`src/rtl/rv32_pkg.sv`:
```
// Shared RV32 constants for the fetch slice: default widths, reset vector,
// NOP encoding and the fetch FSM state encoding.
package rv32_pkg;

  localparam int          XLEN_DEFAULT     = 32;
  localparam logic [31:0] RESET_PC_DEFAULT = 32'h0000_0000;
  localparam logic [31:0] NOP_INSTR        = 32'h0000_0013;

  typedef enum logic [1:0] {
    ST_FETCH = 2'd0,
    ST_WAIT  = 2'd1,
    ST_HOLD  = 2'd2
  } fetch_state_t;

endpackage

```
`src/rtl/fetch_unit_if.sv`:
```
// Instruction-memory request/response bus between the fetch unit (master)
// and the instruction memory (slave).
interface fetch_unit_if #(
  parameter int XLEN = rv32_pkg::XLEN_DEFAULT
);

  // Handshake: a request transfers in any cycle where imem_req and imem_gnt
  // are both high. imem_addr must hold while imem_req waits for imem_gnt.
  // Each accepted request yields exactly one imem_rvalid pulse, in order,
  // carrying the instruction word on imem_rdata; there is no response
  // back-pressure.
  logic            imem_req;
  logic [XLEN-1:0] imem_addr;
  logic            imem_gnt;
  logic            imem_rvalid;
  logic [31:0]     imem_rdata;

  modport master (
    output imem_req,
    output imem_addr,
    input  imem_gnt,
    input  imem_rvalid,
    input  imem_rdata
  );

  modport slave (
    input  imem_req,
    input  imem_addr,
    output imem_gnt,
    output imem_rvalid,
    output imem_rdata
  );

endinterface

```
`src/rtl/if_id_reg.sv`:
```
// IF/ID pipeline register: one instruction slot with load, clear and
// valid/ready consumption. Clear beats load; consumption frees the slot.
module if_id_reg
  import rv32_pkg::*;
#(
  parameter int XLEN = XLEN_DEFAULT
) (
  input  logic            clk,
  input  logic            rst_n,
  input  logic            load,
  input  logic            clear,
  input  logic            ready,
  input  logic [31:0]     load_instr,
  input  logic [XLEN-1:0] load_pc,
  input  logic [XLEN-1:0] load_pc4,
  output logic            valid,
  output logic [31:0]     instr,
  output logic [XLEN-1:0] pc,
  output logic [XLEN-1:0] pc4
);

  always_ff @(posedge clk or negedge rst_n) begin
    if (!rst_n) begin
      valid <= 1'b0;
    end else if (clear) begin
      valid <= 1'b0;
    end else if (load) begin
      valid <= 1'b1;
    end else if (valid && ready) begin
      valid <= 1'b0;
    end
  end

  // Payload is left untouched on clear so the stale word stays visible
  // for debug; only valid qualifies it.
  always_ff @(posedge clk or negedge rst_n) begin
    if (!rst_n) begin
      instr <= NOP_INSTR;
      pc    <= '0;
      pc4   <= '0;
    end else if (load && !clear) begin
      instr <= load_instr;
      pc    <= load_pc;
      pc4   <= load_pc4;
    end
  end

endmodule

```
`src/rtl/fetch_unit.sv`:
```
// Single-issue instruction fetch: pc register, fetch FSM with redirect/kill
// handling, and an IF/ID slot that buffers one fetched instruction.
module fetch_unit
  import rv32_pkg::*;
#(
  parameter int              XLEN     = XLEN_DEFAULT,
  parameter logic [XLEN-1:0] RESET_PC = XLEN'(RESET_PC_DEFAULT)
) (
  input  logic                clk,
  input  logic                rst_n,
  input  logic                pc_sel,
  input  logic [XLEN-1:0]     br_target,
  fetch_unit_if.master        imem,
  output logic                if_valid,
  output logic [31:0]         if_instr,
  output logic [XLEN-1:0]     if_pc,
  output logic [XLEN-1:0]     if_pc4,
  input  logic                id_ready,
  output fetch_state_t        state
);

  fetch_state_t    state_q;
  fetch_state_t    state_d;
  logic [XLEN-1:0] pc;
  logic [XLEN-1:0] pc_next;
  logic [XLEN-1:0] pc_inc;
  logic [XLEN-1:0] target;
  logic            kill;
  logic            kill_next;
  logic            run;
  logic            req;
  logic            accept;
  logic            slot_busy;
  logic            load;

  assign target    = br_target & ~XLEN'(3);
  assign pc_inc    = pc + XLEN'(4);
  assign slot_busy = if_valid && !id_ready;

  // run keeps imem_req low during reset and lets it rise on the first edge
  // after release. A full, stalled IF/ID slot blocks new requests so the
  // single in-flight response always has somewhere to land.
  assign req    = run && (state_q == ST_FETCH) && !slot_busy;
  assign accept = req && imem.imem_gnt;

  assign imem.imem_req  = req;
  assign imem.imem_addr = pc;
  assign state          = state_q;

  always_ff @(posedge clk or negedge rst_n) begin
    if (!rst_n) begin
      state_q <= ST_FETCH;
      pc      <= RESET_PC;
      kill    <= 1'b0;
      run     <= 1'b0;
    end else begin
      state_q <= state_d;
      pc      <= pc_next;
      kill    <= kill_next;
      run     <= 1'b1;
    end
  end

  always_comb begin
    state_d   = state_q;
    pc_next   = pc;
    kill_next = kill;
    load      = 1'b0;

    case (state_q)
      ST_FETCH: begin
        if (slot_busy) begin
          state_d = ST_HOLD;
        end else if (accept) begin
          state_d   = ST_WAIT;
          kill_next = pc_sel;
        end
      end

      // A killed or redirect-coincident response is swallowed whole:
      // no IF/ID load and no pc advance.
      ST_WAIT: begin
        if (imem.imem_rvalid) begin
          state_d   = ST_FETCH;
          kill_next = 1'b0;
          if (!kill && !pc_sel) begin
            load    = 1'b1;
            pc_next = pc_inc;
          end
        end else if (pc_sel) begin
          kill_next = 1'b1;
        end
      end

      ST_HOLD: begin
        if (if_valid && id_ready) begin
          state_d = ST_FETCH;
        end
      end

      default: begin
        state_d   = ST_FETCH;
        kill_next = 1'b0;
      end
    endcase

    // Redirect wins over everything; the slot is cleared so HOLD has
    // nothing left to wait for.
    if (pc_sel) begin
      pc_next = target;
      if (state_d == ST_HOLD) begin
        state_d = ST_FETCH;
      end
    end
  end

  if_id_reg #(
    .XLEN(XLEN)
  ) u_if_id (
    .clk        (clk),
    .rst_n      (rst_n),
    .load       (load),
    .clear      (pc_sel),
    .ready      (id_ready),
    .load_instr (imem.imem_rdata),
    .load_pc    (pc),
    .load_pc4   (pc_inc),
    .valid      (if_valid),
    .instr      (if_instr),
    .pc         (if_pc),
    .pc4        (if_pc4)
  );

endmodule
```
`src/flat_wrapper.sv`:
```
// flat-port wrapper written by rule: the top's interface ports become plain ports
module fetch_unit_flat import rv32_pkg::*;
#(
  parameter int              XLEN     = XLEN_DEFAULT,
  parameter logic [XLEN-1:0] RESET_PC = XLEN'(RESET_PC_DEFAULT)
)
  (clk, rst_n, pc_sel, br_target, if_valid, if_instr, if_pc, if_pc4, id_ready, state, imem_imem_req, imem_imem_addr, imem_imem_gnt, imem_imem_rvalid, imem_imem_rdata);
  fetch_unit_if #(.XLEN(XLEN)) imem_i ();
  input  logic clk;
  input  logic rst_n;
  input  logic pc_sel;
  input  logic [XLEN-1:0] br_target;
  output logic if_valid;
  output logic [31:0] if_instr;
  output logic [XLEN-1:0] if_pc;
  output logic [XLEN-1:0] if_pc4;
  input  logic id_ready;
  output fetch_state_t state;
  output wire logic [$bits(imem_i.imem_req)-1:0] imem_imem_req;
  output wire logic [$bits(imem_i.imem_addr)-1:0] imem_imem_addr;
  input wire logic [$bits(imem_i.imem_gnt)-1:0] imem_imem_gnt;
  input wire logic [$bits(imem_i.imem_rvalid)-1:0] imem_imem_rvalid;
  input wire logic [$bits(imem_i.imem_rdata)-1:0] imem_imem_rdata;
  assign imem_imem_req = imem_i.imem_req;
  assign imem_imem_addr = imem_i.imem_addr;
  assign imem_i.imem_gnt = imem_imem_gnt;
  assign imem_i.imem_rvalid = imem_imem_rvalid;
  assign imem_i.imem_rdata = imem_imem_rdata;
  fetch_unit #(.XLEN(XLEN), .RESET_PC(RESET_PC)) u_core (.clk(clk), .rst_n(rst_n), .pc_sel(pc_sel), .br_target(br_target), .imem(imem_i), .if_valid(if_valid), .if_instr(if_instr), .if_pc(if_pc), .if_pc4(if_pc4), .id_ready(id_ready), .state(state));
endmodule
```
`config.mk`:
```
export PLATFORM = sky130hd
export DESIGN_NAME = fetch_unit_flat
export DESIGN_NICKNAME = d
export VERILOG_FILES = /design/src/rtl/rv32_pkg.sv /design/src/rtl/fetch_unit_if.sv /design/src/rtl/if_id_reg.sv /design/src/rtl/fetch_unit.sv /design/src/flat_wrapper.sv
export SDC_FILE = /design/constraint.sdc
export NUM_CORES = 1
export LEC_CHECK = 0
export BUFFER_PORTS_ARGS = -buffer_cell sky130_fd_sc_hd__buf_4
export CAP_MARGIN = 0
export CORE_ASPECT_RATIO = 0.75
export CORE_UTILIZATION = 30
export CTS_CLUSTER_DIAMETER = 200
export DETAILED_ROUTE_END_ITERATION = 16
export SETUP_SLACK_MARGIN = 0.2
export SLEW_MARGIN = 0
export SYNTH_ARGS = -nofsm -noshare
export SYNTH_HDL_FRONTEND = slang
export SYNTH_SLANG_ARGS = --single-unit
```
`constraint.sdc`:
```
create_clock -name clk -period 2.9 [get_ports clk]
set_input_delay 0.29 -clock clk [delete_from_list [all_inputs] [get_ports clk]]
set_output_delay 0.29 -clock clk [all_outputs]
set_load 0.01 [all_outputs]
```
[Yosys cells after proc, flatten, opt, wreduce, memory -nomap -nowiden]
Cells that the tools add are included.
Word-level totals
  flip-flop bits (word level): 133
  logic and storage cells: 56
  output and inout bits: 132
  input port bits: 70
Cells by class
  add/subtract/negate cells: 1
  equal/unequal tests: 6
  reductions and logical operators: 18
  bitwise logic cells: 1
  muxes and demuxes: 22
Operator list (number)
  32-bit 2-to-1 mux: 4
  32-bit by 3-bit adder with 32-bit output (second input constant): 1
  2-bit 2-to-1 mux: 6
  1-bit 2-to-1 mux: 10
  1-bit logical AND: 7
  2-bit case mux with 3 select lines: 1
  2-bit nonzero test: 3
  2-bit equality test (second input constant): 2
  1-bit logical NOT: 4
  4-bit AND reduction: 1
  3-bit inequality test (second input constant): 1
  1-bit case mux with 3 select lines: 1
  3-bit AND reduction: 1
  3-bit nonzero test: 1
  2-bit by 1-bit equality test with 1-bit output (second input constant): 1
  2-bit logical NOT: 1
  2-bit by 1-bit inequality test with 1-bit output (second input constant): 1
  2-bit inequality test (second input constant): 1
  1-bit inverter: 1

[Depth between registers and ports, before layout]
Gate-level depths: netlist of the first run.
  depth in word-level cells: 11
  mapped depth: 8
  mapped depth without buffers: 5

[Hierarchy]
A second synthesis of the first run with hierarchy kept.
Unflattened totals
  cell total of the unflattened synthesis: 513
  area total of the unflattened synthesis: 6337.3 um^2
By module, submodules not included
  if_id_reg: area an instance 3814.9 um^2, seq. area each 2431.1 um^2, times used 1, cells each 208
  fetch_unit: area an instance 2522.4 um^2, seq. area each 850.8 um^2, times used 1, cells each 305

[Worst setup path after synthesis of the first run]
Ideal clock, no wire load.
  path type: register to register
  start: register u_core.pc[2] (netlist: u_core.imem.imem_addr[2])
  end: register u_core.pc[30] (netlist: u_core.imem.imem_addr[30])
  stages on the path, launching flop included: 8
  arrival: 2.260 ns
  data required time: 2.818 ns
  period minus slack after synthesis: 2.342 ns
  setup time: 0.082 ns
  path buffers: 2
  setup slack: 0.558 ns
  cell sequence: dfrtp_1 -> ha_1 -> nand3_4 -> or4_4 -> buf_6 -> buf_6 -> or4_1 -> a31oi_1
Between the ends
  longest elaborated chain between the ends: 5
Ends and longest elaborated chain
  start: declaration: line fetch_unit.sv:24  | logic [XLEN-1:0] pc;
  start signal: assignment: line fetch_unit.sv:58  | pc <= pc_next;
  32-bit by 3-bit adder with 32-bit output: line fetch_unit.sv:37  | assign pc_inc = pc + XLEN'(4);
  32-bit 2-to-1 mux: line fetch_unit.sv:86  | if (!kill && !pc_sel) begin
  32-bit 2-to-1 mux: line fetch_unit.sv:83  | if (imem.imem_rvalid) begin
  32-bit 2-to-1 mux: line fetch_unit.sv:70  | case (state_q)
  32-bit 2-to-1 mux: line fetch_unit.sv:109  | if (pc_sel) begin
Every way passes these cells. The select of a mux whose other input is x is not followed.
A chain may end at the register's enable or synchronous reset.

[Final worst setup path of the first run]
  start: register u_core.pc[2] (netlist: u_core.imem.imem_addr[2])
  end: register u_core.u_if_id.pc4[18]
Between the ends
  longest elaborated chain between the ends: 1
Ends and longest elaborated chain
  32-bit by 3-bit adder with 32-bit output: line fetch_unit.sv:37
  end signal: assignment: line if_id_reg.sv:44  | pc4 <= load_pc4;
  end: declaration: line if_id_reg.sv:19  | output logic [XLEN-1:0] pc4
Every way passes these cells.

==> metrics.csv, run 1 <==
metric,value,unit
overall routed net length,17900,µm
largest net degree at the start of global routing,61,
Tcrit/Tclk final,0.869,
TritonRoute pass-1 iters,5,
top_reg_cell synth,dfrtp_1,
f_max,397,MHz
Vias/cell,4.77,
CP startpoint kind,flip-flop,
postcts setup bufs,0,
layout cell share with drive strength beyond 1,0.286,
hold path depth,3,
initial cell density of the core,0.306,
Syn Area/Cell,8.83,µm²
Worst-path clk slew,0.05,ns
YS warnings,0,
post-DP HPWL,12600,µm
"Area growth, synth to finish",38.2,%
combinational cell fraction of total power,0.320,
Post-Syn Area,5910,µm²
crit end category,flip-flop,
clk buf depth,2,
# diodes,0,
global-route wire length before repair,27100,µm
"Clk Latency, worst-skew pair",0.42,ns
drt initial violations,358,
area share of the largest cell type after synthesis,0.525,
Min-Delay Path Class,input port to flip-flop,
"top cells by count, synth","nand2_1, dfrtp_1, nor2_1",
PwrDens,889,nW/µm²
Internal Power,4.93,mW
worst slew pin tran,0.499,ns
initial antenna violation count,0,
post-synthesis async set-or-reset flop share,1.00,
FF-to-FF path depth,5,
die area,20300,µm²
largest cells by area after synthesis,"dfrtp_1, nand2_1, a31oi_1, o21ai_0, or4_1",
vias post-DR,5286,
Peak supply drop,0.365,mV
relative slew slack,0.665,
"antenna viol nets, final",0,
Final nets,917,
sequential area share after synthesis,0.539,
Die W,164,µm
Netlist cell types,44,
clk root buf,clkbuf_16,
Final Hold Viols,0,
Seq cells post-synth,127,
Leakage,3.85,nW
Area after DPL,7590,µm²
Clock power frac,0.284,
Setup TNS,0,ns
number of standard cells after synthesis,669,
CP Max Fanout,35,
"EDFF count, synth",0,
Sw Pwr,2.33,mW
arrival time worst endpoint,2.86,ns
FP Rows,44,
CP max stage cell,or4_4,
unrepaired setup endpoints after global routing,no,
switching part of the total,0.321,
drt drc,0,
required time of the critical path,3.24,ns
Max Cap Viol,0,
vias in the first global route,4779,
max-slew violations,0,
Final Setup Violations,0,
# fillers,1954,
CTS tree,built,
CTS Sinks,127,
CTS buffer count,17,
top-count cell post-synth,nand2_1,
area of the core,19300,µm²
Final min period,2.52,ns
design area,8170,µm²
clk_skew,0.00993,ns
cell accounting for the most synthesized area,dfrtp_1,
Die H,124,µm
Tot GR Track Use,0.179,
outcome,completed,
I/O pin count,202,
WL per Instance,16.1,µm
CTS H-tree depth,4,
WS Path Type,flip-flop to flip-flop,
GR Overflow Total,0,
sequential power share,0.397,
IO Port Bufs,193,
GP Congestion,0.834,
CP cell instances,ha_1 > nand3_4 > or4_4 > or4_1 > a31oi_1,
"slowest stage delay, CP",0.76,ns
==> per-layer routing <==
layer / GRT usage / wire (µm) / vias to the layer above
met4: 0.0509 / 206 / 0
met5: 0 / 0 / -
met2: 0.246 / 7510 / 177
li1: - / - / 2624
met3: 0.0611 / 1260 / 14
met1: 0.263 / 8880 / 2471
==> worst paths after layout <==
path,startpoint,end,slack (ns)
max,u_core.imem.imem_addr[2],u_core.u_if_id.pc4[18],0.38
min,imem_imem_rdata[30],u_core.u_if_id.instr[30],0.06
max reg2reg,u_core.imem.imem_addr[2],u_core.u_if_id.pc4[18],0.38
min reg2reg,u_core.u_if_id.instr[0],u_core.u_if_id.instr[0],0.46
max in group asynchronous,rst_n,u_core.u_if_id.pc4[22],1.84
min in group asynchronous,rst_n,u_core.u_if_id.instr[10],0.38
==> placed cells by master, fill, tap and decap left out, types with 16 or more instances in the layout <==
master | Yosys | routed
buf_4 | 7 | 204
dfrtp_1 | 124 | 124
xnor2_1 | 18 | 18
or3_1 | 16 | 16
nand2_1 | 231 | 230
a31oi_1 | 33 | 33
o21ai_0 | 36 | 36
or4_1 | 23 | 23
clkbuf_16 | 0 | 17
nor2_1 | 43 | 42
o31ai_1 | 21 | 21
==> layout make-up <==
cell class,count,area (µm²),area share
sequential,127,3180,0.390
multi-input combinational,489,2500,0.306
timing repair buffer,208,1590,0.195
clock buffer,22,474,0.0581
tap,253,317,0.0388
clock inverter,7,87.6,0.0107
inverter,3,11.3,0.00138
==> stage by stage <==
step / setup slack [ns] / hold WS, ns / util / std cells / total power [mW]
final: 0.381 / 0.0607 / 0.423 / 1109 / 7.26
after global routing: 0.240 / 0.0568 / 0.423 / 1109 / 7.76
after CTS: 0.410 / 0.0414 / 0.423 / 1109 / 7.37
after detailed placement: 0.432 / 0.263 / 0.393 / 1079 / 5.27
after global placement: 0.469 / 0.261 / 0.393 / 1079 / 5.22
after floorplan: 0.558 / -0.00559 / - / 674 / 3.82
==> critical path, delay by kind of cell, from the launching register on <==
kind                       cells  cell delay [ns]
AOI/OAI and AO/OA              1             0.18
and+or+nand+nor                3             1.46
DFF                            1             0.48
adders and majority gates      1             0.31
==> logic make-up (layout without fill, tap and decap cells) <==
family / count (synthesis) / count (layout) / share of synthesized area
other: 2 / 7 / 0.00127
DFF: 127 / 127 / 0.539
and+or+nand+nor: 358 / 358 / 0.273
buffers and inverters: 58 / 240 / 0.0449
AOI/OAI and AO/OA: 100 / 100 / 0.105
xor gates and xnor gates: 21 / 21 / 0.0311
adders and majority gates: 1 / 1 / 0.00212
muxes: 2 / 2 / 0.00360
==> power by group through the flow <==
stage | Combinational, mW | Clock (mW) | Sequential [mW]
after floorplan | 0.682 | 0 | 3.14
after global placement | 2.33 | 0 | 2.89
after detailed placement | 2.36 | 0 | 2.92
after CTS | 2.36 | 2.11 | 2.89
after global routing | 2.59 | 2.20 | 2.97
final | 2.32 | 2.06 | 2.88
==> state kept, by name, indices dropped and copies added (netlist names) <==
register / count
u_core.run: 1
u_core.u_if_id.pc: 30
u_core.u_if_id.pc4: 30
u_core.imem.imem_addr: 30
u_core.state: 2
u_core.kill: 1
u_core.u_if_id.instr: 32
u_core.u_if_id.valid: 1
==> timing repair <==
action / in CTS / in global routing
resized for setup: 0 / 0
hold buffers: 1 / 0
endpoints found under the hold margin: 41 / 0
No activity file was read; power rests on OpenSTA's default activity.
==> inputs of run 2 (changes only) <==
--- a/config.mk
+++ b/config.mk
@@ -15,4 +15,5 @@
 export SLEW_MARGIN = 0
 export SYNTH_ARGS = -nofsm -noshare
 export SYNTH_HDL_FRONTEND = slang
+export SYNTH_HIERARCHICAL = 1
 export SYNTH_SLANG_ARGS = --single-unit
==> metrics.csv, run 2 <==
metric,value,unit
Vias/cell,4.71,
Top Registers,"u_core/u_if_id/instr x32, u_core/u_if_id/pc4 x32, u_core/u_if_id/pc x32",
GR Overflow Total,0,
top-count cell post-synth,dfrtp_1,
GP Congestion,0.791,
Setup TNS,0,ns
post-place setup slack,0.557,ns
CTS Sinks,131,
Tot GR Track Use,0.158,
overall routed net length,16800,µm
largest cells by area after synthesis,"dfrtp_1, mux2_2, mux2_4, xor2_1, xnor2_1",
area of the core,20500,µm²
Leakage,3.93,nW
FF-to-FF path depth,5,
top_reg_cell synth,dfrtp_1,
final worst slack,0.529,ns
Util after Layout,0.423,
postcts setup bufs,0,
YS warnings,6,
Syn Area/Cell,12.4,µm²
number of standard cells after synthesis,513,
Min-Delay Path Class,input port to flip-flop,
CTS H-tree depth,4,
post-synthesis async set-or-reset flop share,1.00,
FP Rows,45,
"commonest non-fill, non-tap cells in the layout","buf_4, dfrtp_1, mux2_2, mux2_4, nand2_1",
CP startpoint kind,flip-flop,
outcome,completed,
Final min period,2.37,ns
relative slew slack,0.497,
Peak supply drop,0.324,mV
launch instance of the worst register-to-register path,u_core/imem.imem_addr[2],
global-route wire length before repair,25900,µm
post-DP HPWL,12000,µm
Tcrit/Tclk final,0.818,
cell accounting for the most synthesized area,dfrtp_1,
PwrDens,870,nW/µm²
largest net degree at the start of global routing,55,
IO Port Bufs,197,
"top cells by count, synth","dfrtp_1, mux2_2, mux2_4",
drt drc,0,
Max Cap Viol,0,
"antenna viol nets, final",0,
TritonRoute pass-1 iters,5,
Final Setup Violations,0,
drt initial violations,235,
hold_sp,br_target[8],
"reg-to-reg slack, setup",0.53,ns
"Clk Latency, worst-skew pair",0.42,ns
crit end category,flip-flop,
f_max,422,MHz
sequential area share after synthesis,0.518,
die area,21700,µm²
initial antenna violation count,0,
vias post-DR,4737,
"EDFF count, synth",0,
required time of the critical path,3.24,ns
# diodes,0,
I/O pin count,202,
Worst-path clk slew,0.06,ns
Netlist cell types,54,
"Area growth, synth to finish",36.8,%
hold path endpoint,u_core/imem.imem_addr[8],
clk_skew,0.0108,ns
design area,8670,µm²
arrival time worst endpoint,2.72,ns
area share of the largest cell type after synthesis,0.505,
vias in the first global route,4632,
hold path depth,3,
clk root buf,clkbuf_16,
Final Hold Viols,0,
CTS tree,built,
Post-Syn Area,6340,µm²
Die W,170,µm
clk buf depth,2,
max-slew violations,0,
unrepaired setup endpoints after global routing,no,
end of the worst register-to-register path,u_core/imem.imem_addr[24],
Area after DPL,8050,µm²
Die H,128,µm
initial cell density of the core,0.309,
Seq cells post-synth,131,
layout cell share with drive strength beyond 1,0.479,
"most common cell after layout, fill and taps aside",buf_4,
Final nets,781,
WL per Instance,16.8,µm
CP Max Fanout,8,
worst slew pin tran,0.754,ns
WS Path Type,flip-flop to flip-flop,
CTS buffer count,17,
## run 2: layer usage
metal | global-route usage | share of wire | vias to the layer above
met5 | 0 | 0 | -
met4 | 0.0551 | 0.012 | 0
met3 | 0.0500 | 0.078 | 16
met2 | 0.227 | 0.43 | 153
met1 | 0.221 | 0.48 | 2343
li1 | - | - | 2225
## run 2: area by class of cell
class,instances,area [µm²]
Tap cell,282,353
Timing Repair Buffer,210,1620
Fill cell,2006,11800
Multi-Input combinational cell,343,2780
Clock buffer,20,457
Clock inverter,12,154
Sequential cell,131,3280
Inverter,7,26.3
## run 2: critical path, cell delays in order (launching register included)
cell	delay [ns]
dfrtp_1	0.48
ha_1	0.22
nand3_1	0.19
or4_1	0.70
or4_1	0.53
a31oi_1	0.17
## run 2: stage by stage
stage	hold slack (ns)	power [mW]	cells
after floorplan	-0.00559	4.01	518
after global placement	0.283	5.31	972
after detailed placement	0.285	5.36	972
after CTS	0.0533	7.66	1005
after global routing	0.0735	7.94	1005
final	0.0698	7.54	1005
## run 2: timing repair
item,in CTS,in global routing
hold endpoints to repair,50,0
hold buffers,1,0
resized for setup,0,0
## run 2: kinds of logic (layout without fill, tap and decap cells)
| kind of cell | Yosys count | in the layout | synth area share |
|---|---|---|---|
| simple gates | 148 | 148 | 0.130 |
| xor+xnor | 40 | 40 | 0.0553 |
| compound gates | 48 | 48 | 0.0474 |
| buf+inv | 44 | 249 | 0.0478 |
| fa+ha+maj | 1 | 1 | 0.00197 |
| mux | 99 | 99 | 0.199 |
| other cells | 2 | 7 | 0.00119 |
| flops | 131 | 131 | 0.518 |
## run 2: worst max path at each step
stage                                endpoint                 startpoint  depth (start not counted)  slack (ns)
CTS                 u_core/imem.imem_addr[24]   u_core/imem.imem_addr[2]                          5        0.52
floorplan           u_core/imem.imem_addr[28]   u_core/imem.imem_addr[2]                          6        0.74
finish              u_core/imem.imem_addr[24]   u_core/imem.imem_addr[2]                          5        0.53
detailed placement     u_core/u_if_id/pc4[27]  u_core/imem.imem_addr[14]                          5        0.56
global route           u_core/u_if_id/pc4[27]  u_core/imem.imem_addr[15]                          5        0.34
global placement    u_core/imem.imem_addr[26]   u_core/imem.imem_addr[2]                          5        0.58
## run 2: report_power, final
part / switching [mW] / internal (mW)
combinational: 0.927 / 1.47
sequential: 0.429 / 2.48
clock: 0.849 / 1.40
